===== config.mk =====
export PLATFORM = sky130hd
export DESIGN_NAME = vga_char_writer
export DESIGN_NICKNAME = d
export VERILOG_FILES = /design/src/rtl/vga_char_pkg.sv /design/src/rtl/vga_char_cursor.sv /design/src/rtl/vga_char_writer.sv
export SDC_FILE = /design/constraint.sdc
export NUM_CORES = 1
export LEC_CHECK = 0
export CAP_MARGIN = 10
export CORE_MARGIN = 2
export CORE_UTILIZATION = 58
export CTS_CLUSTER_DIAMETER = 100
export DETAILED_ROUTE_END_ITERATION = 6
export DONT_BUFFER_PORTS = 1
export GPL_TIMING_DRIVEN = 0
export PLACE_DENSITY_LB_ADDON = 0.2
export SLEW_MARGIN = 20
export SYNTH_ARGS = -nofsm -noshare
export SYNTH_HDL_FRONTEND = slang
export SYNTH_SLANG_ARGS = --single-unit

===== constraint.sdc =====
create_clock -name sys_clk_clk -period 2.44 [get_ports sys_clk_clk]
set_input_delay 0.488 -clock sys_clk_clk [delete_from_list [all_inputs] [get_ports sys_clk_clk]]
set_output_delay 0.488 -clock sys_clk_clk [all_outputs]
set_load 0.005 [all_outputs]

===== src/rtl/vga_char_pkg.sv =====
// Shared definitions for the VGA character writer.
// Contents: default screen geometry, ASCII control codes, the writer
// state type, and small helpers for row wrapping and cell addressing.
package vga_char_pkg;

    localparam int unsigned DEF_COLS      = 80;
    localparam int unsigned DEF_ROWS      = 60;
    localparam int unsigned DEF_ROW_SHIFT = 7;

    localparam logic [7:0] CH_BS    = 8'h08;
    localparam logic [7:0] CH_LF    = 8'h0A;
    localparam logic [7:0] CH_FF    = 8'h0C;
    localparam logic [7:0] CH_CR    = 8'h0D;
    localparam logic [7:0] CH_SPACE = 8'h20;

    typedef enum logic [1:0] {
        IDLE,
        WRITE,
        CLEAR
    } wr_state_t;

    // Next row with wrap to the top; there is no scrolling.
    function automatic logic [5:0] row_after(input logic [5:0] y, input logic [5:0] last);
        return (y == last) ? 6'd0 : y + 6'd1;
    endfunction

    // Character buffer cell address {row, col}.
    function automatic logic [12:0] cell_addr(input logic [5:0] row, input logic [6:0] col,
                                              input int unsigned shift);
        return (13'(row) << shift) | 13'(col);
    endfunction

endpackage


===== src/rtl/vga_char_cursor.sv =====
// Cursor position register for the VGA character writer.
// Ports:
//   clk, rst                 clock and synchronous active-high reset
//   adv                      step right, wrapping to the next row after the last column
//   newline                  column 0 and next row
//   cret                     column 0
//   bspace                   step left, wrapping to the end of the previous row
//   home                     back to (0,0)
//   x, y                     current column / row
//   row_advanced             high in the cycle a command moves the cursor to the next row
module vga_char_cursor
    import vga_char_pkg::*;
#(
    parameter int unsigned COLS = DEF_COLS,
    parameter int unsigned ROWS = DEF_ROWS
) (
    input  logic       clk,
    input  logic       rst,
    input  logic       adv,
    input  logic       newline,
    input  logic       cret,
    input  logic       bspace,
    input  logic       home,
    output logic [6:0] x,
    output logic [5:0] y,
    output logic       row_advanced
);

    localparam logic [6:0] X_LAST = 7'(COLS - 1);
    localparam logic [5:0] Y_LAST = 6'(ROWS - 1);

    assign row_advanced = newline | (adv & (x == X_LAST));

    always_ff @(posedge clk) begin
        if (rst || home) begin
            x <= '0;
            y <= '0;
        end else if (newline) begin
            x <= '0;
            y <= row_after(y, Y_LAST);
        end else if (adv) begin
            if (x == X_LAST) begin
                x <= '0;
                y <= row_after(y, Y_LAST);
            end else begin
                x <= x + 7'd1;
            end
        end else if (cret) begin
            x <= '0;
        end else if (bspace) begin
            if (x != '0) begin
                x <= x - 7'd1;
            end else if (y != '0) begin
                x <= X_LAST;
                y <= y - 6'd1;
            end
        end
    end

endmodule


===== src/rtl/vga_char_writer.sv =====
// Avalon-MM master turning an ASCII byte stream into writes on the VGA
// char_buffer_slave port, with cursor tracking, control characters and
// screen clear (0x0C).
// Optional feature: define VGA_CHAR_WRITER_LINE_CLEAR_EN to blank each
// newly entered row with spaces on every row advance.
// Ports:
//   sys_clk_clk, sys_reset_reset   clock, synchronous active-high reset
//   in_data/in_valid/in_ready      byte input handshake
//   cursor_x, cursor_y             current cursor position
//   busy                           high while a bus write or clear is in progress
//   char_address .. char_byteenable  registered Avalon-MM master outputs
//   char_waitrequest               slave stall
module vga_char_writer
    import vga_char_pkg::*;
#(
    parameter int unsigned COLS      = DEF_COLS,
    parameter int unsigned ROWS      = DEF_ROWS,
    parameter int unsigned ROW_SHIFT = DEF_ROW_SHIFT
) (
    input  logic        sys_clk_clk,
    input  logic        sys_reset_reset,
    input  logic [7:0]  in_data,
    input  logic        in_valid,
    output logic        in_ready,
    output logic [6:0]  cursor_x,
    output logic [5:0]  cursor_y,
    output logic        busy,
    output logic [12:0] char_address,
    output logic        char_chipselect,
    output logic        char_write,
    output logic        char_read,
    output logic [7:0]  char_writedata,
    output logic        char_byteenable,
    input  logic        char_waitrequest
);

`ifdef VGA_CHAR_WRITER_LINE_CLEAR_EN
    localparam logic LINE_CLEAR = 1'b1;
`else
    localparam logic LINE_CLEAR = 1'b0;
`endif

    localparam logic [6:0] X_LAST = 7'(COLS - 1);
    localparam logic [5:0] Y_LAST = 6'(ROWS - 1);

    wr_state_t  state;
    logic [6:0] clr_col;
    logic [5:0] clr_row;
    logic       clr_full;

    logic       accept;
    logic       printable;
    logic       xfer_done;
    logic       clr_last;
    logic       cmd_adv;
    logic       cmd_newline;
    logic       cmd_cret;
    logic       cmd_bspace;
    logic       cmd_home;
    logic       row_advanced;
    logic [5:0] next_row;

    // Gated with reset so the block never advertises readiness while held in reset.
    assign in_ready        = (state == IDLE) && !sys_reset_reset;
    assign busy            = (state != IDLE);
    assign char_read       = 1'b0;
    assign char_byteenable = 1'b1;

    assign accept      = in_valid && in_ready;
    assign printable   = (in_data >= 8'h20) && (in_data <= 8'h7E);
    assign xfer_done   = !char_waitrequest;
    assign clr_last    = (clr_col == X_LAST) && (!clr_full || (clr_row == Y_LAST));
    assign cmd_newline = accept && (in_data == CH_LF);
    assign cmd_cret    = accept && (in_data == CH_CR);
    assign cmd_bspace  = accept && (in_data == CH_BS);
    assign cmd_adv     = (state == WRITE) && xfer_done;
    assign cmd_home    = (state == CLEAR) && xfer_done && clr_full && clr_last;
    assign next_row    = row_after(cursor_y, Y_LAST);

    vga_char_cursor #(
        .COLS (COLS),
        .ROWS (ROWS)
    ) u_cursor (
        .clk          (sys_clk_clk),
        .rst          (sys_reset_reset),
        .adv          (cmd_adv),
        .newline      (cmd_newline),
        .cret         (cmd_cret),
        .bspace       (cmd_bspace),
        .home         (cmd_home),
        .x            (cursor_x),
        .y            (cursor_y),
        .row_advanced (row_advanced)
    );

    always_ff @(posedge sys_clk_clk) begin
        if (sys_reset_reset) begin
            state           <= IDLE;
            char_address    <= '0;
            char_writedata  <= '0;
            char_write      <= 1'b0;
            char_chipselect <= 1'b0;
            clr_col         <= '0;
            clr_row         <= '0;
            clr_full        <= 1'b0;
        end else begin
            case (state)
                IDLE: begin
                    if (accept) begin
                        if (printable) begin
                            char_address    <= cell_addr(cursor_y, cursor_x, ROW_SHIFT);
                            char_writedata  <= in_data;
                            char_write      <= 1'b1;
                            char_chipselect <= 1'b1;
                            state           <= WRITE;
                        end else if (in_data == CH_FF) begin
                            clr_full        <= 1'b1;
                            clr_row         <= '0;
                            clr_col         <= '0;
                            char_address    <= '0;
                            char_writedata  <= CH_SPACE;
                            char_write      <= 1'b1;
                            char_chipselect <= 1'b1;
                            state           <= CLEAR;
                        end else if (LINE_CLEAR && cmd_newline) begin
                            // The first cell of the new row goes out with the accept edge.
                            clr_full        <= 1'b0;
                            clr_row         <= next_row;
                            clr_col         <= '0;
                            char_address    <= cell_addr(next_row, 7'd0, ROW_SHIFT);
                            char_writedata  <= CH_SPACE;
                            char_write      <= 1'b1;
                            char_chipselect <= 1'b1;
                            state           <= CLEAR;
                        end
                    end
                end

                WRITE: begin
                    if (xfer_done) begin
                        if (LINE_CLEAR && row_advanced) begin
                            clr_full       <= 1'b0;
                            clr_row        <= next_row;
                            clr_col        <= '0;
                            char_address   <= cell_addr(next_row, 7'd0, ROW_SHIFT);
                            char_writedata <= CH_SPACE;
                            state          <= CLEAR;
                        end else begin
                            char_write      <= 1'b0;
                            char_chipselect <= 1'b0;
                            state           <= IDLE;
                        end
                    end
                end

                CLEAR: begin
                    if (xfer_done) begin
                        if (clr_last) begin
                            char_write      <= 1'b0;
                            char_chipselect <= 1'b0;
                            state           <= IDLE;
                        end else if (clr_col == X_LAST) begin
                            clr_col      <= '0;
                            clr_row      <= clr_row + 6'd1;
                            char_address <= cell_addr(clr_row + 6'd1, 7'd0, ROW_SHIFT);
                        end else begin
                            clr_col      <= clr_col + 7'd1;
                            char_address <= cell_addr(clr_row, clr_col + 7'd1, ROW_SHIFT);
                        end
                    end
                end

                default: state <= IDLE;
            endcase
        end
    end

endmodule


Word-level counts from Yosys, hierarchy flattened. Index checks and enable logic that the tools add are counted.

Register bits: 51. Bits of input ports: 12. Output and inout port bits: 40.

Add/sub/neg operators: 6. $lt $le $gt $ge: 2. Eq/ne operators: 22. Multiplexer cells: 51. Bitwise logic cells: 3. Reduce and logical (&&, ||, !) cells: 37.

Operators with widths (count): 6-bit 2-to-1 mux (14); 7-bit 2-to-1 mux (12); 13-bit 2-to-1 mux (6); 8-bit by 4-bit == test with 1-bit output, second input constant (4); 13-bit by 7-bit bitwise OR with 13-bit output (2); 13-bit one-hot mux with 2 select lines (1); 8-bit 2-to-1 mux (2); 5-bit AND reduction (3); 7-bit by 1-bit adder with 7-bit output, second input constant (2); 7-bit == test, second input constant (2); 7-bit one-hot mux with 2 select lines (1); 6-bit by 1-bit adder with 6-bit output, second input constant (2); 6-bit == test, second input constant (2); 2-bit 2-to-1 mux (6); 2-bit inequality test, second input constant (6); 6-bit one-hot mux with 2 select lines (1); 6-bit AND reduction (2); 3-bit nonzero test (4); 1-bit logical AND (11); 8-bit by 6-bit >= comparator with 1-bit output, second input constant (1); 8-bit by 7-bit less-or-equal comparator with 1-bit output, second input constant (1); 7-bit AND reduction (1); 7-bit nonzero test (1); 7-bit by 1-bit subtractor with 7-bit output, second input constant (1); 21 further kinds (33).

Depth between registers and ports, before layout. Gate-level depths: netlist (run 1).

Word-level depth: 8. Mapped depth: 10. Mapped depth without buffers: 8.

Modules after synthesis. From an unflattened synthesis (run 1), not the netlist that was laid out.

Cell total of the unflattened synthesis: 426. Area total of the unflattened synthesis: 3364.5 µm².

Modules (own cells, without submodules): vga_char_writer (times used 1, cells an instance 269, area each 2207.1 µm², sequential area each 760.7 µm²); vga_char_cursor (times used 1, cells an instance 157, area each 1157.4 µm², sequential area each 260.2 µm²).

Worst setup path after synthesis (run 1). OpenSTA, ideal clock, no wires.

Path type: input -> register. Start point: in in_data[4]. End point: reg u_cursor.y[2]. Setup time: 0.070 ns. Arrival: 2.554 ns. Required time: 2.370 ns. Path slack: -0.184 ns. Cell stages on the path: 7. Path buffers: 1. Cells stage by stage: or4_4 or4_4 buf_6 o21ai_4 mux2_2 or3_1 a21oi_1.

Cells in the longest elaborated chain, start to end: 4.

RTL lines: from (decl) (line vga_char_writer.sv:22) `input logic [7:0] in_data,`; 8-bit by 4-bit == test with 1-bit output, on equally long branches (line vga_char_writer.sv:73, vga_char_writer.sv:74, vga_char_writer.sv:75); 1-bit logical AND, on equally long branches (line vga_char_writer.sv:73, vga_char_writer.sv:74, vga_char_writer.sv:75); 3-bit by 1-bit inequality test with 1-bit output (no line), or another cell as far along; 5-bit AND reduction (no line); to (signal assigned) (line vga_char_cursor.sv:40) `y <= row_after(y, Y_LAST);`; to (signal assigned) (line vga_char_cursor.sv:44) `y <= row_after(y, Y_LAST);`; to (signal assigned) (line vga_char_cursor.sv:55) `y <= y - 6'd1;`; to (decl) (line vga_char_cursor.sv:25) `output logic [5:0] y,`.

Parallel ways exist; a longest one is shown, timed or not. A chain may end at the register's enable or synchronous reset.

Worst setup path after layout (run 1).
Start point: reg u_cursor.x[2]. End point: reg u_cursor.y[2].

Cells in the longest elaborated chain, start to end: 3.

RTL lines: from (decl) (line vga_char_cursor.sv:24) `output logic [6:0] x,`; from (signal assigned) (line vga_char_cursor.sv:46) `x <= x + 7'd1;`; from (signal assigned) (line vga_char_cursor.sv:52) `x <= x - 7'd1;`; 7-bit == test or 7-bit nonzero test (tied branches) (line vga_char_cursor.sv:42, vga_char_cursor.sv:51); 3-bit by 1-bit inequality test with 1-bit output (no line) or 3-bit inequality test (tied branches); 5-bit AND reduction (no line) *.

Mark *: on every way between the ends. The rest lies on a longest branch, timed or not.

==> qor.txt, run 1 <==
register bit count reported by yosys = 51
wirelength, routed = 8230 um
Setup crit end kind = flip-flop
DRC violations left = 0
DRC violation total after the first TritonRoute iteration = 218
run status = finished clean
type of the worst min-delay path = in -> reg
total stage count of the critical path = 7
Antenna Cells = 0
setup skew after layout = 0.00927 ns
clock root buffer master = sky130_fd_sc_hd__clkbuf_8
hold path start = in_data[2]
number of buffers created by CTS = 5
startpoint of the worst-slack reg-to-reg timing path = u_cursor.x[2]$_SDFFE_PP0P_
first-pass iteration count of the detailed router = 5
data required time of the worst path = 2.67 ns
Reg2Reg Setup Slack = 0.04 ns
ratio of final minimum period to clock period = 0.983
area used by multi-input combinational logic = 0.00204 mm^2
vias per std cell = 6.19
initial standard-cell utilization of the core = 0.591
length in cells of the worst reg-to-reg path = 7
number of antenna violations at the first check in global routing = 0
post-layout total power = 2.77 mW
buffers from clock root to sink, at most = 2
count of input and output buffers = 0
max capacitance violation total = 0
Hold Violations, Final = 0
# clock sinks = 51
Pleak = 1.28 nW
kind of start point of the critical path = flip-flop
worst hold stages = 2
global-route wire length before repair = 13,000 um
clock insertion delay at the later pin of the skew report = 0.30 ns
final setup fails = 0
width of the die = 78.2 um
endpoint of the worst-slack reg-to-reg timing path = u_cursor.y[2]$_SDFFE_PP0P_
peak ir drop on the vdd network = 0.373 mV
standard cell core area = 0.00541 mm^2
fill count = 472
htree depth = 2
number of top-level pins = 52
number of cells in the finished layout apart from fillers = 495
layout net count = 445
largest net degree at the start of global routing = 16
Post-Synthesis Mean Instance Area = 7.86 um^2
placed inst area = 0.00328 mm^2
fraction of layout cells with a size suffix above 1 = 0.144
share of the yosys chip area belonging to registers = 0.320
finished layout cell area = 0.00353 mm^2
type of the worst setup path = reg -> reg
number of core rows = 27
Slowest-stage cell, CP = sky130_fd_sc_hd__or4_4
YS warnings = 0
relative max-transition margin = 0.541
power per cell area = 786 mW/mm^2
critical path arrival = 2.63 ns
worst hold slack after final layout = 0.333 ns
count of flip-flops with a built-in enable after synthesis = 0
Remaining Overflow, GRT = 0
share of flip-flops with an asynchronous set or reset after synthesis = 0
Sequential Area = 0.00103 mm^2
number of cells produced by synthesis = 406
crit path time final = 2.40 ns
vias post-DR = 3,063
final core area utilization = 0.652
Net Count, Synth = 429
global-route total usage across every layer = 0.264
worst setup path start = u_cursor.x[2]$_SDFFE_PP0P_
post-DR wirelength/cell = 16.6 um
CTS clk-pin slew, worst paths = 0.09 ns
count of buffer and inverter cells on the critical path = 1
timing-limited maximum frequency = 0.417 GHz
TritonCTS clock tree = yes
placed cell count = 478
area of the die = 0.00611 mm^2
area added between synthesis and finish = 10.4%
post-synth design cell area = 0.00319 mm^2
end of the worst hold path = char_writedata[2]$_SDFFE_PP0P_
antenna-violating nets left = 0
HPWL after DPL = 5930 um
pin slew with the least headroom to its limit = 0.684 ns
Post-synth top flop = sky130_fd_sc_hd__dfxtp_1
Max Fanout on Critical Path = 10
cell-by-cell trace of the critical path = buf_6 > or4_4 > nand3b_1 > o31a_1 > o21a_2 > or3_1 > a21oi_1
Die Y = 78.2 um
placer congestion estimate = 0.899
library cells used by synthesis = 60
family of cells with the greatest summed delay on the critical path = simple AND/OR/NAND/NOR gates
number of global-route vias before repair = 2,714
slowest cell delay on critical path = 0.55 ns
number of max-slew violations in the final report = 0
worst reg2reg max path, cell delays in order, from the launching register on:
cell and delay [ns]:
sky130_fd_sc_hd__dfxtp_2 0.34, sky130_fd_sc_hd__buf_6 0.13, sky130_fd_sc_hd__or4_4 0.55, sky130_fd_sc_hd__nand3b_1 0.22
sky130_fd_sc_hd__o31a_1 0.36, sky130_fd_sc_hd__o21a_2 0.25, sky130_fd_sc_hd__or3_1 0.35, sky130_fd_sc_hd__a21oi_1 0.13
cell families (layout without fill, tap and decap cells):
| group | count (synthesis) | count (layout) | synth area share |
|---|---|---|---|
| XOR/XNOR | 13 | 13 | 0.0357 |
| adder cells (fa/ha/maj) | 11 | 11 | 0.0431 |
| multiplexers | 11 | 11 | 0.0349 |
| buffers and inverters | 44 | 61 | 0.0603 |
| flip-flops | 51 | 51 | 0.320 |
| AND/OR/NAND/NOR | 155 | 155 | 0.238 |
| other | 2 | 2 | 0.00235 |
| AO/OA/AOI/OAI | 119 | 119 | 0.266 |
cell type report:
class | count | area share
Multi-Input combinational cell | 311 | 0.578
Sequential cell | 51 | 0.291
Buffer | 26 | 0.0429
Tap cell | 72 | 0.0256
Clock buffer | 5 | 0.0195
Timing Repair Buffer | 9 | 0.0192
Inverter | 18 | 0.0192
Clock inverter | 3 | 0.00426
report_power, final:
| part | switching (mW) | internal (mW) | leakage (nW) |
|---|---|---|---|
| registers | 0.0961 | 0.934 | 0.416 |
| clock network | 0.284 | 0.197 | 0.0477 |
| logic | 0.741 | 0.519 | 0.817 |
worst max path at each step:
stage                            endpoint  slack [ns]
2_1_floorplan  u_cursor.y[2]$_SDFFE_PP0P_       -0.18
3_3_place_gp   u_cursor.y[2]$_SDFFE_PP0P_       -0.27
3_5_place_dp   u_cursor.y[2]$_SDFFE_PP0P_       -0.29
4_1_cts        u_cursor.y[5]$_SDFFE_PP0P_       0.001
5_1_grt        u_cursor.y[2]$_SDFFE_PP0P_       -0.03
6_report       u_cursor.y[2]$_SDFFE_PP0P_        0.04
metrics by stage:
step / TNS [ns] / setup slack, ns
floorplan: -0.233 / -0.184
global placement: -4.64 / -0.270
detailed placement: -5.16 / -0.291
CTS: 0 / 0.00103
global route: -0.0266 / -0.0266
finish: 0 / 0.0419
flip-flops by register name (all words and copies together), names as in the netlist:
signal / cells
char_writedata: 8
char_write: 1
clr_full: 1
char_address: 13
u_cursor.y: 6
state: 2
u_cursor.x: 7
clr_col: 7
clr_row: 6
per-layer routing:
metal	GRT usage	up-vias	wire length, um
li1	-	1502	-
met1	0.369	1416	3630
met2	0.417	137	3850
met3	0.0563	8	661
met4	0.0684	0	96
met5	0	-	0
synth_stat cells, types with 5 or more instances:
master                      n  area [um^2]
sky130_fd_sc_hd__nand3_1   13         65.1
sky130_fd_sc_hd__a21oi_1   27          135
sky130_fd_sc_hd__nand2b_1   7         43.8
sky130_fd_sc_hd__nor2b_1    5         31.3
sky130_fd_sc_hd__xnor2_1   10         87.6
sky130_fd_sc_hd__inv_1     18         67.6
sky130_fd_sc_hd__nand2_1   27          101
sky130_fd_sc_hd__mux2i_1   10          100
sky130_fd_sc_hd__clkbuf_1  19         71.3
sky130_fd_sc_hd__nor4_1     5         31.3
sky130_fd_sc_hd__nor3_1    12         60.1
sky130_fd_sc_hd__dfxtp_1   51         1020
sky130_fd_sc_hd__o21ai_0   17         85.1
sky130_fd_sc_hd__a211oi_1  20          150
sky130_fd_sc_hd__nor2_1    57          214
sky130_fd_sc_hd__ha_1      11          138
sky130_fd_sc_hd__a22oi_1   13         97.6
timing repair:
action | in CTS | in global routing
pin swaps | 1 | 7
setup buffers | 2 | 7
setup endpoints to repair | 23 | 41
hold buffers | 0 | 0
resized for setup | 10 | 31
placed cells by master, fill, tap and decap left out, drive strengths merged, types with 4 or more instances in the layout:
cell type / instances
mux2i: 10
ha: 11
and3: 4
xnor2: 10
nand3: 13
nor4: 5
o21ai: 20
a211oi: 22
a22oi: 14
nor2: 57
clkbuf: 21
nor2b: 5
o21a: 4
nor3: 12
nand2b: 7
nand2: 27
buf: 19
inv: 18
a21oi: 27
or4: 6
o22ai: 4
dfxtp: 51
(Power assumes the default switching activity.)
==> inputs of run 2 (changes only) <==
CORE_ASPECT_RATIO = 0.75   (was not set)
==> qor.txt, run 2 (synthesis gave the netlist of run 1 again) <==
run status = finished clean
Reg2Reg Setup Slack = 0.06 ns
ratio of final minimum period to clock period = 0.980
clock insertion delay at the later pin of the skew report = 0.30 ns
register with the most flip-flops = char_address
Max Fanout on Critical Path = 8
count of input and output buffers = 0
DRC violations left = 0
critical path arrival = 2.63 ns
hold path start = in_data[1]
endpoint of the worst-slack reg-to-reg timing path = u_cursor.y[5]$_SDFFE_PP0P_
vias post-DR = 3,042
number of antenna violations at the first check in global routing = 0
number of buffers created by CTS = 5
timing-limited maximum frequency = 0.418 GHz
commonest non-fill, non-tap cell in the layout = sky130_fd_sc_hd__nor2_1
commonest non-fill, non-tap cells in the layout = 57 x sky130_fd_sc_hd__nor2_1, 49 x sky130_fd_sc_hd__dfxtp_1, 27 x sky130_fd_sc_hd__nand2_1, 27 x sky130_fd_sc_hd__a21oi_1, 20 x sky130_fd_sc_hd__a211oi_1
Sequential Area = 0.00102 mm^2
setup skew after layout = 0.00682 ns
data required time of the worst path = 2.68 ns
finished layout cell area = 0.00350 mm^2
area added between synthesis and finish = 9.56%
number of global-route vias before repair = 2,696
Pleak = 1.25 nW
largest registers = char_address x13, char_writedata x8
Slowest-stage cell, CP = sky130_fd_sc_hd__or4_4
clock root buffer master = sky130_fd_sc_hd__clkbuf_8
vias per std cell = 6.17
relative max-transition margin = 0.569
initial standard-cell utilization of the core = 0.600
global-route total usage across every layer = 0.276
final setup fails = 0
area used by multi-input combinational logic = 0.00204 mm^2
length in cells of the worst reg-to-reg path = 7
number of max-slew violations in the final report = 0
type of the worst setup path = in -> reg
placed cell count = 481
wirelength, routed = 8070 um
Remaining Overflow, GRT = 0
number of core rows = 23
fill count = 469
cell-by-cell trace of the critical path = or4_4 > or4_4 > buf_6 > o21ai_4 > mux2_2 > or3_1 > a21oi_1
power per cell area = 797 mW/mm^2
peak ir drop on the vdd network = 0.481 mV
post-layout total power = 2.79 mW
end of the worst hold path = char_writedata[1]$_SDFFE_PP0P_
TritonCTS clock tree = yes
htree depth = 2
# clock sinks = 51
type of the worst min-delay path = in -> reg
startpoint of the worst-slack reg-to-reg timing path = u_cursor.x[2]$_SDFFE_PP0P_
Setup crit end kind = flip-flop
pin slew with the least headroom to its limit = 0.642 ns
layout net count = 440
slowest cell delay on critical path = 0.56 ns
HPWL after DPL = 5940 um
fraction of layout cells with a size suffix above 1 = 0.120
placer congestion estimate = 0.952
kind of start point of the critical path = input port
final core area utilization = 0.657
worst hold slack after final layout = 0.333 ns
max capacitance violation total = 0
largest net degree at the start of global routing = 15
DRC violation total after the first TritonRoute iteration = 214
Antenna Cells = 0
cell mode on critical path = sky130_fd_sc_hd__or4_4
area of the die = 0.00612 mm^2
buffers from clock root to sink, at most = 2
width of the die = 89.7 um
number of top-level pins = 52
placed inst area = 0.00329 mm^2
Hold Violations, Final = 0
antenna-violating nets left = 0
CTS clk-pin slew, worst paths = 0.09 ns
crit path time final = 2.39 ns
first-pass iteration count of the detailed router = 5
number of cells in the finished layout apart from fillers = 493
max FFs per register = 13
Die Y = 68.3 um
post-DR wirelength/cell = 16.4 um
standard cell core area = 0.00532 mm^2
unrepaired setup endpoints after global routing = true
worst hold stages = 2
global-route wire length before repair = 13,000 um
-- run 2: repair_timing --
item	CTS	global route
setup buffers	2	3
pin swaps	1	6
endpoints found under the setup margin	23	38
gates resized for setup	9	26
hold buffers	0	0
-- run 2: worst max-delay path by stage --
stage                                     from                      endpoint  cells past startpoint
detailed placement                  in_data[4]  char_address[3]$_SDFFE_PP0P_                      7
floorplan                           in_data[4]    u_cursor.y[2]$_SDFFE_PP0P_                      7
finish                              in_data[4]    u_cursor.y[2]$_SDFFE_PP0P_                      7
CTS                 u_cursor.x[2]$_SDFFE_PP0P_    u_cursor.y[2]$_SDFFE_PP0P_                      7
global placement                    in_data[4]  char_address[1]$_SDFFE_PP0P_                      7
global route        u_cursor.x[4]$_SDFFE_PP0P_    u_cursor.y[5]$_SDFFE_PP0P_                      7
-- run 2: stage by stage --
stage | setup slack, ns | TNS (ns)
after floorplan | -0.184 | -0.233
after global placement | -0.310 | -7.11
after detailed placement | -0.351 | -8.35
after CTS | 0.0217 | 0
after global routing | -0.0409 | -0.0560
final | 0.0497 | 0
-- run 2: layer usage --
layer | up-vias | routed length, um | global-route usage
met3 | 10 | 728 | 0.0651
li1 | 1488 | - | -
met2 | 137 | 3490 | 0.408
met1 | 1407 | 3730 | 0.396
met4 | 0 | 124 | 0.0840
met5 | - | 0 | 0
-- run 2: power breakdown --
part | switching, mW | internal, mW | total [mW]
sequential | 0.0947 | 0.934 | 1.03
clock | 0.278 | 0.260 | 0.538
combinational | 0.731 | 0.493 | 1.22
total | 1.10 | 1.69 | 2.79
-- run 2: area by class of cell --
class,count,share of cell area
Multi-Input combinational cell,311,0.582
Sequential cell,51,0.293
Buffer,25,0.0401
Clock buffer,8,0.0286
Tap cell,75,0.0268
Inverter,18,0.0193
Timing Repair Buffer,5,0.0107
-- run 2: worst max-delay path: cells and delay by family --
family	cells	cell delay, ns
multiplexers	1	0.34
AO/OA/AOI/OAI	2	0.28
AND/OR/NAND/NOR	3	1.36
buffers and inverters	1	0.16
==> inputs of run 3 (changes only) <==
clock period = 2 ns   (was 2.44 ns; I/O delays follow)
==> qor.txt, run 3 (synthesis gave the netlist of run 1 again) <==
final core area utilization = 0.764
pin slew with the least headroom to its limit = 0.672 ns
placed inst area = 0.00334 mm^2
Setup crit end kind = flip-flop
register with the most flip-flops = char_address
placer congestion estimate = 0.920
type of the worst min-delay path = in -> reg
global-route wire length before repair = 13,700 um
# clock sinks = 51
commonest non-fill, non-tap cell in the layout = sky130_fd_sc_hd__nor2_1
HPWL after DPL = 6100 um
failing checks = negative setup slack
vias per std cell = 6.41
Hold Violations, Final = 0
Antenna Cells = 0
number of global-route vias before repair = 2,832
fill count = 376
critical path arrival = 2.55 ns
final setup fails = 24
Max Fanout on Critical Path = 7
post-DR wirelength/cell = 19.0 um
unrepaired setup endpoints after global routing = true
max FFs per register = 13
initial standard-cell utilization of the core = 0.600
kind of start point of the critical path = input port
placed cell count = 481
finished layout cell area = 0.00407 mm^2
Die Y = 68.3 um
number of cells in the finished layout apart from fillers = 518
antenna-violating nets left = 0
type of the worst setup path = in -> reg
power per cell area = 986 mW/mm^2
DRC violations left = 0
number of top-level pins = 52
run status = complete, but fails checks
DRC violation total after the first TritonRoute iteration = 380
largest registers = char_address x13, char_writedata x8
Final Worst Setup Slack = -0.296 ns
vias post-DR = 3,319
Remaining Overflow, GRT = 0
global-route total usage across every layer = 0.293
width of the die = 89.7 um
timing-limited maximum frequency = 0.435 GHz
TritonCTS clock tree = yes
standard cell core area = 0.00532 mm^2
fraction of layout cells with a size suffix above 1 = 0.318
post-layout total power = 4.01 mW
count of input and output buffers = 0
number of max-slew violations in the final report = 0
wirelength, routed = 9820 um
count of hold-fix buffers inserted at cts = 0
relative max-transition margin = 0.552
Reg2Reg Setup Slack = -0.27 ns
hold path start = in_data[3]
data required time of the worst path = 2.25 ns
commonest non-fill, non-tap cells in the layout = 51 x sky130_fd_sc_hd__nor2_1, 40 x sky130_fd_sc_hd__dfxtp_1, 30 x sky130_fd_sc_hd__buf_4
Pleak = 1.51 nW
htree depth = 2
CTS clk-pin slew, worst paths = 0.09 ns
layout net count = 465
max capacitance violation total = 0
worst setup path start = in_data[6]
clock insertion delay at the later pin of the skew report = 0.32 ns
peak ir drop on the vdd network = 0.658 mV
first-pass iteration count of the detailed router = 5
number of buffers created by CTS = 5
buffers from clock root to sink, at most = 2
setup skew after layout = 0.00552 ns
startpoint of the worst-slack reg-to-reg timing path = u_cursor.x[3]$_SDFFE_PP0P_
number of antenna violations at the first check in global routing = 0
area added between synthesis and finish = 27.4%
largest net degree at the start of global routing = 15
ratio of final minimum period to clock period = 1.15
number of core rows = 23
crit path time final = 2.30 ns
area of the die = 0.00612 mm^2
clock root buffer master = sky130_fd_sc_hd__clkbuf_8
-- run 3: final timing paths --
path	end	cells past startpoint
setup / recovery	u_cursor.y[2]$_SDFFE_PP0P_	6
hold / removal	char_writedata[3]$_SDFFE_PP0P_	2
setup reg to reg	u_cursor.y[2]$_SDFFE_PP0P_	7
hold reg to reg	char_writedata[6]$_SDFFE_PP0P_	2
-- run 3: through the flow --
step | hold slack [ns] | worst slack (ns) | setup TNS (ns)
after detailed placement | 0.469 | -0.666 | -19.59
final | 0.236 | -0.296 | -2.48
after CTS | 0.238 | -0.278 | -2.87
after global placement | 0.466 | -0.612 | -18.57
after floorplan | 0.448 | -0.536 | -7.32
after global routing | 0.243 | -0.345 | -4.00
-- run 3: final cells by class --
| cell class | instances | area [um^2] | area share |
|---|---|---|---|
| multi-input combinational | 311 | 2320 | 0.569 |
| tap | 75 | 93.8 | 0.0231 |
| buffer | 22 | 158 | 0.0388 |
| clock buffer | 8 | 100 | 0.0246 |
| timing repair buffer | 33 | 288 | 0.0707 |
| inverter | 18 | 67.6 | 0.0166 |
| sequential | 51 | 1040 | 0.257 |
-- run 3: what timing repair did --
action	in CTS	in global routing
pin swaps	16	23
setup buffers	15	16
setup endpoints to repair	43	32
cloned	1	1
resized for setup	50	68
-- run 3: where the power goes --
group	switching [mW]	internal (mW)
registers	0.123	1.14
logic	1.15	0.923
clock network	0.360	0.317
total	1.63	2.38
-- run 3: per-layer routing --
layer  global-route usage  vias up  share of wire
li1                     -     1542              -
met1                0.403     1545           0.42
met2                0.442      207           0.45
met3               0.0736       25           0.11
met4                0.110        0          0.023
met5                    0        -              0
-- run 3: worst max-delay path, cell delays in order --
cell                      delay [ns]
sky130_fd_sc_hd__or4_4          0.52
sky130_fd_sc_hd__or4_4          0.64
sky130_fd_sc_hd__o21ai_4        0.21
sky130_fd_sc_hd__mux2_4         0.31
sky130_fd_sc_hd__or3_1          0.34
sky130_fd_sc_hd__a21oi_1        0.12
